$ cat config.mk
export PLATFORM = sky130hd
export DESIGN_NAME = instruction_fetch_unit
export DESIGN_NICKNAME = d
export VERILOG_FILES = /design/src/rtl/instruction_fetch_unit.sv
export SDC_FILE = /design/constraint.sdc
export NUM_CORES = 1
export LEC_CHECK = 0
export BUFFER_PORTS_ARGS = -buffer_cell sky130_fd_sc_hd__buf_2
export CORE_MARGIN = 8
export CORE_UTILIZATION = 35
export DETAILED_ROUTE_END_ITERATION = 10
export GPL_ROUTABILITY_DRIVEN = 0
export GPL_TIMING_DRIVEN = 0
export PLACE_DENSITY_LB_ADDON = 0.3
export SLEW_MARGIN = 20
export SYNTH_ARGS = -nofsm -noshare
export SYNTH_HDL_FRONTEND = slang
export SYNTH_SLANG_ARGS = --single-unit
$ cat constraint.sdc
create_clock -name Clock -period 3.15 [get_ports Clock]
set_input_delay 0.315 -clock Clock [delete_from_list [all_inputs] [get_ports Clock]]
set_output_delay 0.315 -clock Clock [all_outputs]
set_load 0.01 [all_outputs]
$ cat src/rtl/instruction_fetch_unit.sv
// Fetches one 16-bit instruction (low byte, then high byte) from byte-wide memory into IR, addressed by the ARF program counter.
// Latency: 3 cycles from an accepted Start to the Valid pulse when MemReady stays high; each MemReady-low cycle in LOW/HIGH adds one.
// Backpressure: MemReady low stalls in LOW/HIGH with no PC increment; Start is ignored while Busy and is never queued.
module instruction_fetch_unit (
  input  logic        Clock,
  input  logic        Reset,
  input  logic        Start,
  input  logic [15:0] PCIn,
  input  logic [7:0]  MemData,
  input  logic        MemReady,
  output logic        MemRead,
  output logic [15:0] MemAddr,
  output logic [1:0]  ARFOutDSel,
  output logic [2:0]  ARFRegSel,
  output logic [1:0]  ARFFunSel,
  output logic [15:0] IR,
  output logic        Busy,
  output logic        Valid
);

  typedef enum logic [1:0] {
    IDLE = 2'b00,
    LOW  = 2'b01,
    HIGH = 2'b10,
    DONE = 2'b11
  } fetchState_t;

  localparam logic [2:0] REG_SEL_PC   = 3'b100;
  localparam logic [2:0] REG_SEL_NONE = 3'b000;
  localparam logic [1:0] FUN_INC      = 2'b01;
  localparam logic [1:0] FUN_NONE     = 2'b00;
  localparam logic [1:0] OUTD_PC      = 2'b00;

  fetchState_t state;
  fetchState_t nextState;
  logic        loadLow;
  logic        loadHigh;
  logic        byteAccept;

  // The PC always sits on ARF OutD, so the memory address is a straight pass-through.
  assign MemAddr    = PCIn;
  assign ARFOutDSel = OUTD_PC;

  // State register; reset returns to IDLE without waiting for a clock edge.
  always_ff @(posedge Clock or negedge Reset) begin
    if (!Reset) begin
      state <= IDLE;
    end else begin
      state <= nextState;
    end
  end

  // Next-state logic plus the state-decoded status outputs and byte-capture strobes.
  always_comb begin
    nextState = state;
    MemRead   = 1'b0;
    Busy      = 1'b0;
    Valid     = 1'b0;
    loadLow   = 1'b0;
    loadHigh  = 1'b0;
    case (state)
      IDLE: begin
        if (Start) begin
          nextState = LOW;
        end
      end
      LOW: begin
        MemRead = 1'b1;
        Busy    = 1'b1;
        if (MemReady) begin
          loadLow   = 1'b1;
          nextState = HIGH;
        end
      end
      HIGH: begin
        MemRead = 1'b1;
        Busy    = 1'b1;
        if (MemReady) begin
          loadHigh  = 1'b1;
          nextState = DONE;
        end
      end
      DONE: begin
        Valid     = 1'b1;
        nextState = Start ? LOW : IDLE;
      end
      default: begin
        nextState = IDLE;
      end
    endcase
  end

  // A PC increment is issued only in the same cycle a byte is accepted, so the address steps with the data.
  always_comb begin
    byteAccept = loadLow | loadHigh;
    ARFRegSel  = byteAccept ? REG_SEL_PC : REG_SEL_NONE;
    ARFFunSel  = (ARFRegSel != REG_SEL_NONE) ? FUN_INC : FUN_NONE;
  end

  // Instruction register: each half changes only on its own capture edge; reset discards any partial fetch.
  always_ff @(posedge Clock or negedge Reset) begin
    if (!Reset) begin
      IR <= 16'h0000;
    end else begin
      if (loadLow) begin
        IR[7:0] <= MemData;
      end
      if (loadHigh) begin
        IR[15:8] <= MemData;
      end
    end
  end

endmodule

# [Word-level counts from Yosys, hierarchy flattened]
# Cells that the tools add are included.
[totals] regBits=18 input_bits=28 out_inout_bits=42 wordCells=26
[classes] eq_ne=6 muxes=12 bitwise=1 reduce_logical=4
[op_table] op="$pmux 2 s4" count=1
[op_table] op="$mux 1" count=7
[op_table] op="$mux 2" count=3
[op_table] op="$ne 2x2->1 const B" count=3
[op_table] op="$eq 2x2->1 const B" count=2
[op_table] op="$mux 3" count=1
[op_table] op="$reduce_and 3->1" count=1
[op_table] op="$reduce_bool 3->1" count=1
[op_table] op="$eq 2x1->1 const B" count=1
[op_table] op="$logic_not 2->1" count=1
[op_table] op="$reduce_or 2->1" count=1
[op_table] op="$or 1x1->1" count=1

# [Longest topological paths before layout]
# Gate-level depths: netlist (run 1).
[logic_depth] word_depth=6 ltp_mapped=5 depth_no_buf=5

# [Worst setup path before layout (run 1)]
# OpenSTA, ideal clock, no wires.
[synth_path] path_kind="register to output" from="register state[0]" to="output port ARFFunSel[0]" t_arrival_ns=1.032 t_required_ns=2.835 setup_slack_ns=1.803 path_stages_with_launch=6 path_buffers=1 path_cell_list="dfrtp_1 -> inv_1 -> ha_1 -> nand2_2 -> nand2_1 -> buf_4"
[synth_between] elab_chain_cells=6 word_cells_on_any_way=8 cone_classes="eq/ne: 2; mux: 4; bitwise: 1; reduce/logical: 1"
[synth_lines] item="start, declared" line="34" text="fetchState_t state;"
[synth_lines] item="start signal, assigned" line="49" text="state <= nextState;"
[synth_lines] item="$eq 2x1->1 / $eq 2x2->1 (equally long branches)" line="61" text="case (state)"
[synth_lines] item="$mux 1" line="61"
[synth_lines] item="$or 1x1->1 (*)" line="95" text="byteAccept = loadLow | loadHigh;"
[synth_lines] item="net byteAccept" line="38" text="logic byteAccept;"
[synth_lines] item="$mux 3 (*)" line="96" text="ARFRegSel = byteAccept ? REG_SEL_PC : REG_SEL_NONE;"
[synth_lines] item="$reduce_bool 3->1 (*)" line="97" text="ARFFunSel = (ARFRegSel != REG_SEL_NONE) ? FUN_INC : FUN_NONE;"
[synth_lines] item="$mux 1 (*)" line="97"
[synth_lines] item="end, declared" line="15" text="output logic [1:0] ARFFunSel,"
# Mark *: on every way through the listed nets, which the timed path passes. The rest lies on a longest branch.

# [Worst setup path in the final report (run 1)]
[layout_path] from="register state[1]" to="output port ARFFunSel[0]"
# Same word-level chain as after synthesis.

==> impl_results.html, run 1 <==
<table>
<tr><th>Metric</th><th>Value</th></tr>
<tr><th colspan="2">Routing</th></tr>
<tr><td>Final routed DRC violation total</td><td>0</td></tr>
<tr><td>Routed wire length</td><td>2220 um</td></tr>
<tr><td>Total vias in the final route</td><td>717</td></tr>
<tr><td>TritonRoute pass-1 iters</td><td>2</td></tr>
<tr><td>Initial detailed-routing violation count</td><td>20</td></tr>
<tr><td>Wirelength per Cell</td><td>13.6 um</td></tr>
<tr><td>Vias per std cell</td><td>4.40</td></tr>
<tr><td>Post-DRT Antenna Nets</td><td>0</td></tr>
<tr><th colspan="2">Critical path</th></tr>
<tr><td>Category of cells accounting for the largest share of critical-path delay</td><td>flip-flops</td></tr>
<tr><td>CP max FO</td><td>9</td></tr>
<tr><td>WP data arrival</td><td>1.61 ns</td></tr>
<tr><td>Critical Path RT</td><td>2.83 ns</td></tr>
<tr><td>WP buf/inv</td><td>3</td></tr>
<tr><td>Crit path kind</td><td>reg2out</td></tr>
<tr><td>Cell-by-cell trace of the critical path</td><td>inv_1, ha_1, nand2_2, nand2_1, buf_4, buf_2</td></tr>
<tr><td>Category of the worst setup path launch point</td><td>flop</td></tr>
<tr><td>Crit-path max cell delay</td><td>0.41 ns</td></tr>
<tr><td>Crit path capture type</td><td>primary output</td></tr>
<tr><td>Slowest cell on the critical path</td><td>sky130_fd_sc_hd__dfrtp_1</td></tr>
<tr><th colspan="2">Power</th></tr>
<tr><td>Fraction of power consumed by sequential logic</td><td>37.1%</td></tr>
<tr><td>Power density normalized to cell area</td><td>868 nW/um^2</td></tr>
<tr><td>Overall power of the completed layout</td><td>0.00111 W</td></tr>
<tr><td>Worst vdd ir</td><td>0.555 mV</td></tr>
<tr><td>Leakage</td><td>0.702 nW</td></tr>
<tr><td>Gate power share</td><td>53.4%</td></tr>
<tr><td>Cell-internal power</td><td>0.000706 W</td></tr>
<tr><td>Net switching share of the total power</td><td>36.4%</td></tr>
<tr><td>NetSw</td><td>0.000404 W</td></tr>
<tr><td>Clock power frac</td><td>9.5%</td></tr>
<tr><th colspan="2">Synth</th></tr>
<tr><td>Most numerous cell in the Yosys netlist</td><td>sky130_fd_sc_hd__buf_4</td></tr>
<tr><td>Async set or reset register ratio after synthesis</td><td>100%</td></tr>
<tr><td>Post-synth top area cell</td><td>sky130_fd_sc_hd__dfrtp_1</td></tr>
<tr><td>Number of enable flip-flop cells after synthesis</td><td>0</td></tr>
<tr><td>Post-synth top flop</td><td>sky130_fd_sc_hd__dfrtp_1</td></tr>
<tr><td>Average cell area after synthesis</td><td>12.5 um^2</td></tr>
<tr><td>Yosys Warn Count</td><td>0</td></tr>
<tr><td>Count of state elements after synthesis</td><td>18</td></tr>
<tr><td>Count of distinct cell types in the synthesized netlist</td><td>15</td></tr>
<tr><td>Proportion of synthesized chip area in sequential cells</td><td>47.3%</td></tr>
<tr><td>Synthesized cell area</td><td>952 um^2</td></tr>
<tr><td>Mapped Cells</td><td>76</td></tr>
<tr><td>Ranking of synthesized cells by instance count</td><td>24 x sky130_fd_sc_hd__buf_4, 18 x sky130_fd_sc_hd__dfrtp_1, 16 x sky130_fd_sc_hd__mux2_2</td></tr>
<tr><td>Post-synth top area share</td><td>47.3%</td></tr>
<tr><td>Most area-consuming cells after synthesis</td><td>sky130_fd_sc_hd__dfrtp_1 47%, sky130_fd_sc_hd__buf_4 19%, sky130_fd_sc_hd__mux2_2 19%, sky130_fd_sc_hd__ha_1 6.6%, sky130_fd_sc_hd__nand2_2 1.3%</td></tr>
<tr><th colspan="2">Clock network</th></tr>
<tr><td>Total setup buffers inserted after CTS</td><td>0</td></tr>
<tr><td>CTS H-tree depth</td><td>1</td></tr>
<tr><td>CTS Root Buffer Type</td><td>sky130_fd_sc_hd__clkbuf_4</td></tr>
<tr><td>CTS tree</td><td>done</td></tr>
<tr><td>Count of instances resized after the clock tree is built</td><td>0</td></tr>
<tr><td>Number of sinks driven by the clock tree</td><td>18</td></tr>
<tr><td>Inserted Clock Buffers</td><td>3</td></tr>
<tr><td>CTS clock-pin slew for the worst setup and hold paths</td><td>0.09 ns</td></tr>
<tr><td>Post-CTS Hold Fix Bufs</td><td>1</td></tr>
<tr><td>Maximum number of buffers from clock root to sink</td><td>2</td></tr>
<tr><td>Clock Latency Late Sink</td><td>0.28 ns</td></tr>
<tr><th colspan="2">Global route</th></tr>
<tr><td>GRT Total Usage</td><td>9.05%</td></tr>
<tr><td>Number of antenna violations at the first check in global routing</td><td>0</td></tr>
<tr><td>Vias in the first global route</td><td>712</td></tr>
<tr><td>First-pass GRT wire length</td><td>3260 um</td></tr>
<tr><td>Largest net degree at the start of global routing</td><td>19</td></tr>
<tr><td>Global route overflow</td><td>0</td></tr>
<tr><th colspan="2">Place</th></tr>
<tr><td>Detailed-placement wirelength estimate</td><td>1850 um</td></tr>
<tr><td>Pre-CTS setup slack</td><td>1.51 ns</td></tr>
<tr><td>Input/output buffers</td><td>48</td></tr>
<tr><th colspan="2">Floorplan</th></tr>
<tr><td>Full die area</td><td>4650 um^2</td></tr>
<tr><td>Total I/O pin count</td><td>70</td></tr>
<tr><td>Die Span X</td><td>68.2 um</td></tr>
<tr><td>Floorplan core area</td><td>2660 um^2</td></tr>
<tr><td>Number of rows in the core area</td><td>19</td></tr>
<tr><td>Initial Util</td><td>35.8%</td></tr>
<tr><td>Vertical die dimension</td><td>68.2 um</td></tr>
<tr><th colspan="2">Finish</th></tr>
<tr><td>Ratio of cells with drive above 1 in the final layout</td><td>71.2%</td></tr>
<tr><td>Number of diodes added for antenna fixing</td><td>0</td></tr>
<tr><td>Total number of nets in the final design</td><td>167</td></tr>
<tr><td>Layout-stage area growth over the synthesis result</td><td>34.3%</td></tr>
<tr><td>Filler Cell Count</td><td>259</td></tr>
<tr><th colspan="2">STA</th></tr>
<tr><td>Fin worst setup slack</td><td>1.23 ns</td></tr>
<tr><td>Final-report hold violation count</td><td>0</td></tr>
<tr><td>Min Tclk post-route</td><td>1.92 ns</td></tr>
<tr><td>Final critical-path share of the clock period</td><td>61.0%</td></tr>
<tr><td>Final-layout worst hold slack</td><td>0.275 ns</td></tr>
<tr><td>Total Negative Setup Slacks</td><td>0 ns</td></tr>
<tr><td>Final Max Tran Viols</td><td>0</td></tr>
<tr><td>Final number of setup-violating endpoints</td><td>0</td></tr>
<tr><td>RSZ-0062 raised after global routing</td><td>no</td></tr>
<tr><td>Fin Clk Skew</td><td>0.00233 ns</td></tr>
<tr><td>Max Freq</td><td>520 MHz</td></tr>
<tr><th colspan="2">Run status</th></tr>
<tr><td>Outcome</td><td>complete, no violations</td></tr>
<tr><th colspan="2">Worst hold path</th></tr>
<tr><td>Classification of the worst-slack hold path</td><td>in2reg</td></tr>
<tr><th colspan="2">Job</th></tr>
<tr><td>Number of maximum-capacitance constraint violations</td><td>0</td></tr>
</table>
## power groups by stage
| stage | Clock (W) | Combinational, W | Sequential, W |
|---|---|---|---|
| after floorplan | 0 | 0.000330 | 0.000464 |
| after global placement | 0 | 0.000591 | 0.000408 |
| after detailed placement | 0 | 0.000607 | 0.000417 |
| after CTS | 0.000114 | 0.000608 | 0.000414 |
| after global routing | 0.000126 | 0.000658 | 0.000429 |
| final | 0.000105 | 0.000593 | 0.000412 |
## registers in the layout, summed over array words and instances, names as in the netlist
name,count
IR,16
state,2
## worst reg2reg max path, cell delays in order (launching register included)
cell	delay, ns
sky130_fd_sc_hd__dfrtp_1	0.41
sky130_fd_sc_hd__inv_1	0.11
sky130_fd_sc_hd__ha_1	0.21
sky130_fd_sc_hd__nand2_2	0.23
sky130_fd_sc_hd__mux2_2	0.38
## cell usage in the layout (no fill, tap or decap)
cell type                       count
sky130_fd_sc_hd__buf_2             48
sky130_fd_sc_hd__buf_4             24
sky130_fd_sc_hd__dfrtp_1           18
sky130_fd_sc_hd__mux2_2            16
sky130_fd_sc_hd__ha_1               5
sky130_fd_sc_hd__conb_1             5
sky130_fd_sc_hd__clkbuf_4           3
sky130_fd_sc_hd__inv_1              2
sky130_fd_sc_hd__nand2_2            2
sky130_fd_sc_hd__nand2_1            1
sky130_fd_sc_hd__o21bai_1           1
sky130_fd_sc_hd__nand2b_1           1
sky130_fd_sc_hd__a211oi_1           1
sky130_fd_sc_hd__o211ai_1           1
sky130_fd_sc_hd__a32oi_1            1
sky130_fd_sc_hd__a21oi_1            1
sky130_fd_sc_hd__a31o_2             1
sky130_fd_sc_hd__dlygate4sd3_1      1
## worst paths after layout
kind,from,end,slack (ns),cells past startpoint
max in group asynchronous,Reset,IR[14],2.38,2
hold reg to reg,IR[12],IR[12],0.51,1
setup / recovery,state[1],ARFFunSel[0],1.23,6
setup reg to reg,state[1],IR[4],1.71,4
min in group asynchronous,Reset,IR[8],0.49,2
hold / removal,MemData[0],IR[0],0.28,2
## cell families after synthesis
group           count (synthesis)  synth area share, %
flops                          18                 47.3
buf+inv                        26                 19.7
mux                            16                 18.9
compound gates                  6                 4.73
fa+ha+maj                       5                 6.57
simple gates                    4                 2.37
other cells                     1                0.394
## stage by stage
step / utilization (%) / instances / cell area [um^2]
CTS: 48.0 / 163 / 1280
detailed placement: 46.8 / 159 / 1250
global route: 48.0 / 163 / 1280
global placement: 46.8 / 159 / 1250
floorplan: - / 80 / 967
finish: 48.0 / 163 / 1280
## area by class of cell
cell class | count | area, um^2 | share of cell area [%]
repair buffers | 49 | 250 | 19.6
plain buffers | 24 | 180 | 14.1
inverters | 2 | 7.51 | 0.587
flip-flops and latches | 18 | 450 | 35.2
clock buffers | 3 | 22.5 | 1.76
multi-input cells | 36 | 329 | 25.7
well taps | 31 | 38.8 | 3.03
## routing by layer
metal | global-route usage (%) | vias up | routed length, um | part of all wire, %
met1 | 9.51 | 328 | 748 | 34
li1 | - | 341 | - | -
met5 | 0 | - | 0 | 0
met4 | 3.07 | 0 | 0 | 0
met3 | 4.42 | 0 | 461 | 21
met2 | 15.5 | 48 | 1000 | 45
Power figures use the tool's default switching activity.
==> inputs of run 2 (changes only) <==
clock period = 1.8 ns   (was 3.15 ns; I/O delays follow)
==> run 2 against run 1 <==
  * Via count is 0.84% higher
  * Combinational power up 82%
  * Non-clock buffer count rose by 1
  * Routed wire length grew 0.50%
  * Utilization rose by 0.75 points
  * Clock skew barely moved
  * Sequential share of layout area down 0.54 points
  * Cell count rose by 0.61%
  * Register-to-register slack got worse by 1.3 ns
==> impl_results.html, run 2 (synthesized netlist as in run 1, its figures left out) <==
<table>
<tr><th>Metric</th><th>Value</th></tr>
<tr><th colspan="2">Routing</th></tr>
<tr><td>Initial detailed-routing violation count</td><td>15 (was 20)</td></tr>
<tr><td>Post-DRT Antenna Nets</td><td>0 (unchanged)</td></tr>
<tr><td>TritonRoute pass-1 iters</td><td>2 (unchanged)</td></tr>
<tr><td>Vias per std cell</td><td>4.41 (was 4.40)</td></tr>
<tr><td>Total vias in the final route</td><td>723 (was 717)</td></tr>
<tr><td>Wirelength per Cell</td><td>13.6 um (about the same)</td></tr>
<tr><td>Routed wire length</td><td>2230 um (was 2220 um)</td></tr>
<tr><td>Final routed DRC violation total</td><td>0 (unchanged)</td></tr>
<tr><th colspan="2">Finish</th></tr>
<tr><td>Footprint of the flip-flops and latches</td><td>450 um^2 (unchanged)</td></tr>
<tr><td>Number of diodes added for antenna fixing</td><td>0 (unchanged)</td></tr>
<tr><td>Biggest regs</td><td>IR x16, state x2 (unchanged)</td></tr>
<tr><td>Most flops, register</td><td>IR (unchanged)</td></tr>
<tr><td>Total number of nets in the final design</td><td>168 (was 167)</td></tr>
<tr><td>Leading cell type in the layout, fill and taps excluded</td><td>sky130_fd_sc_hd__buf_2 (unchanged)</td></tr>
<tr><td>Filler Cell Count</td><td>256 (was 259)</td></tr>
<tr><td>Leading cell types in the layout, fill and taps excluded</td><td>48 x sky130_fd_sc_hd__buf_2, 25 x sky130_fd_sc_hd__buf_4, 18 x sky130_fd_sc_hd__dfrtp_1 (was 48 x sky130_fd_sc_hd__buf_2, 24 x sky130_fd_sc_hd__buf_4, 18 x sky130_fd_sc_hd__dfrtp_1)</td></tr>
<tr><td>Area used by multi-input combinational logic</td><td>342 um^2 (was 329 um^2)</td></tr>
<tr><td>Largest register FFs</td><td>16 (unchanged)</td></tr>
<tr><td>Layout-stage area growth over the synthesis result</td><td>36.4% (was 34.3%)</td></tr>
<tr><td>Ratio of cells with drive above 1 in the final layout</td><td>72.9% (was 71.2%)</td></tr>
<tr><th colspan="2">Global route</th></tr>
<tr><td>First-pass GRT wire length</td><td>3260 um (unchanged)</td></tr>
<tr><td>Vias in the first global route</td><td>712 (unchanged)</td></tr>
<tr><td>Global route overflow</td><td>0 (unchanged)</td></tr>
<tr><td>Number of antenna violations at the first check in global routing</td><td>0 (unchanged)</td></tr>
<tr><td>Largest net degree at the start of global routing</td><td>19 (unchanged)</td></tr>
<tr><td>GRT Total Usage</td><td>9.05% (unchanged)</td></tr>
<tr><th colspan="2">Place</th></tr>
<tr><td>Detailed-placement wirelength estimate</td><td>1850 um (unchanged)</td></tr>
<tr><td>Input/output buffers</td><td>48 (unchanged)</td></tr>
<tr><th colspan="2">Critical path</th></tr>
<tr><td>CP max FO</td><td>9 (unchanged)</td></tr>
<tr><td>Slowest cell on the critical path</td><td>sky130_fd_sc_hd__dfrtp_1 (unchanged)</td></tr>
<tr><td>Category of the worst setup path launch point</td><td>flop (unchanged)</td></tr>
<tr><td>Crit path kind</td><td>reg2out (unchanged)</td></tr>
<tr><td>Category of cells accounting for the largest share of critical-path delay</td><td>buffers and inverters (was flip-flops)</td></tr>
<tr><td>Launch point of the worst reg-to-reg path</td><td>state[1] (unchanged)</td></tr>
<tr><td>WP buf/inv</td><td>3 (unchanged)</td></tr>
<tr><td>Register-to-Register Path Depth</td><td>5 (was 4)</td></tr>
<tr><td>Crit-path max cell delay</td><td>0.39 ns (was 0.41 ns)</td></tr>
<tr><td>Critical Path RT</td><td>1.62 ns (was 2.83 ns)</td></tr>
<tr><td>WP data arrival</td><td>1.49 ns (was 1.61 ns)</td></tr>
<tr><td>Cell-by-cell trace of the critical path</td><td>buf_4, ha_2, nand2_4, nand2_1, buf_4, buf_2 (was inv_1, ha_1, nand2_2, nand2_1, buf_4, buf_2)</td></tr>
<tr><td>Crit-path most repeated cell</td><td>sky130_fd_sc_hd__buf_4</td></tr>
<tr><td>Crit path capture type</td><td>primary output (unchanged)</td></tr>
<tr><td>Worst reg2reg setup slack</td><td>0.39 ns (was 1.71 ns)</td></tr>
<tr><td>Capturing point of the worst reg2reg path</td><td>state[1] (was IR[4])</td></tr>
<tr><th colspan="2">Power</th></tr>
<tr><td>Fraction of power consumed by sequential logic</td><td>36.1% (was 37.1%)</td></tr>
<tr><td>Net switching share of the total power</td><td>36.5% (was 36.4%)</td></tr>
<tr><td>NetSw</td><td>0.000724 W (was 0.000404 W)</td></tr>
<tr><td>Worst vdd ir</td><td>0.971 mV (was 0.555 mV)</td></tr>
<tr><td>Cell-internal power</td><td>0.00126 W (was 0.000706 W)</td></tr>
<tr><td>Gate power share</td><td>54.6% (was 53.4%)</td></tr>
<tr><td>Clock power frac</td><td>9.3% (was 9.5%)</td></tr>
<tr><td>Leakage</td><td>0.717 nW (was 0.702 nW)</td></tr>
<tr><td>Power density normalized to cell area</td><td>1530 nW/um^2 (was 868 nW/um^2)</td></tr>
<tr><th colspan="2">Clock network</th></tr>
<tr><td>Maximum number of buffers from clock root to sink</td><td>2 (unchanged)</td></tr>
<tr><td>CTS Root Buffer Type</td><td>sky130_fd_sc_hd__clkbuf_4 (unchanged)</td></tr>
<tr><td>Number of sinks driven by the clock tree</td><td>18 (unchanged)</td></tr>
<tr><td>Inserted Clock Buffers</td><td>3 (unchanged)</td></tr>
<tr><td>CTS H-tree depth</td><td>1 (unchanged)</td></tr>
<tr><td>CTS clock-pin slew for the worst setup and hold paths</td><td>0.09 ns (about the same)</td></tr>
<tr><td>Clock Latency Late Sink</td><td>0.28 ns (about the same)</td></tr>
<tr><td>CTS tree</td><td>done (unchanged)</td></tr>
<tr><th colspan="2">STA</th></tr>
<tr><td>Min Tclk post-route</td><td>1.67 ns</td></tr>
<tr><td>Final critical-path share of the clock period</td><td>92.8%</td></tr>
<tr><td>RSZ-0062 raised after global routing</td><td>no (unchanged)</td></tr>
<tr><td>Final number of setup-violating endpoints</td><td>0 (unchanged)</td></tr>
<tr><td>Final-report hold violation count</td><td>0 (unchanged)</td></tr>
<tr><td>Final-layout worst hold slack</td><td>0.140 ns (was 0.275 ns)</td></tr>
<tr><td>Max Freq</td><td>599 MHz</td></tr>
<tr><td>Total Negative Setup Slacks</td><td>0 ns (unchanged)</td></tr>
<tr><td>Fin Clk Skew</td><td>0.00238 ns (was 0.00233 ns)</td></tr>
<tr><td>Final Max Tran Viols</td><td>0 (unchanged)</td></tr>
<tr><th colspan="2">Floorplan</th></tr>
<tr><td>Full die area</td><td>4650 um^2 (unchanged)</td></tr>
<tr><td>Initial Util</td><td>35.8% (unchanged)</td></tr>
<tr><td>Vertical die dimension</td><td>68.2 um (unchanged)</td></tr>
<tr><td>Floorplan core area</td><td>2660 um^2 (unchanged)</td></tr>
<tr><td>Die Span X</td><td>68.2 um (unchanged)</td></tr>
<tr><td>Total I/O pin count</td><td>70 (unchanged)</td></tr>
<tr><td>Number of rows in the core area</td><td>19 (unchanged)</td></tr>
<tr><th colspan="2">Run status</th></tr>
<tr><td>Outcome</td><td>complete, no violations (unchanged)</td></tr>
<tr><th colspan="2">Worst hold path</th></tr>
<tr><td>Hold Path Stages</td><td>2 (unchanged)</td></tr>
<tr><td>Hold path start</td><td>MemData[0] (unchanged)</td></tr>
<tr><td>Classification of the worst-slack hold path</td><td>in2reg (unchanged)</td></tr>
<tr><td>Hold path endpoint</td><td>IR[0] (unchanged)</td></tr>
<tr><th colspan="2">Job</th></tr>
<tr><td>Number of maximum-capacitance constraint violations</td><td>0 (unchanged)</td></tr>
</table>
## run 2: changes by cell type in the layout (fill, tap and decap cells not counted), sizes merged
cell,previous run,this run
buf,72,73
## run 2: through the flow
stage               worst slack (ns)  util, %  power (W)  instances  cell area (um^2)
floorplan                      0.512        -    0.00139         80               967
detailed placement             0.295     46.8    0.00179        159              1250
CTS                           0.0484     48.4    0.00201        163              1290
global placement               0.336     46.8    0.00175        159              1250
finish                         0.130     48.8    0.00198        164              1300
global route                  0.0371     48.8    0.00216        164              1300
## run 2: metal layers
layer  track usage (%)  routed length (um)  vias up
met2              15.5                1010       50
met5                 0                   0        -
li1                  -                   -      346
met3              4.42                 463        0
met4              3.07                   0        0
met1              9.51                 755      327
## run 2: final cells by class
class / instances / area share, %
well taps: 31 / 2.99
multi-input cells: 36 / 26.3
clock buffers: 3 / 1.73
repair buffers: 50 / 19.8
inverters: 2 / 0.578
plain buffers: 24 / 13.9
flip-flops and latches: 18 / 34.7
## run 2: how the worst max path moves through the flow
stage               cells past startpoint      from            to
floorplan                               5  state[1]      state[1]
global placement                        6  state[0]  ARFFunSel[0]
finish                                  6  state[1]  ARFFunSel[0]
CTS                                     6  state[1]  ARFFunSel[0]
global route                            6  state[1]  ARFFunSel[0]
detailed placement                      6  state[1]  ARFFunSel[0]
## run 2: what timing repair did
item	in CTS	in global routing
hold buffers	1	0
endpoints found under the hold margin	18	0
gates resized for setup	2	2
endpoints found under the setup margin	2	2
setup buffers	0	1
## run 2: power by group through the flow
stage / registers (W) / clock network [W] / logic (W)
floorplan: 0.000812 / 0 / 0.000577
global placement: 0.000713 / 0 / 0.00103
detailed placement: 0.000729 / 0 / 0.00106
CTS: 0.000725 / 0.000200 / 0.00108
global route: 0.000744 / 0.000221 / 0.00120
finish: 0.000717 / 0.000184 / 0.00108
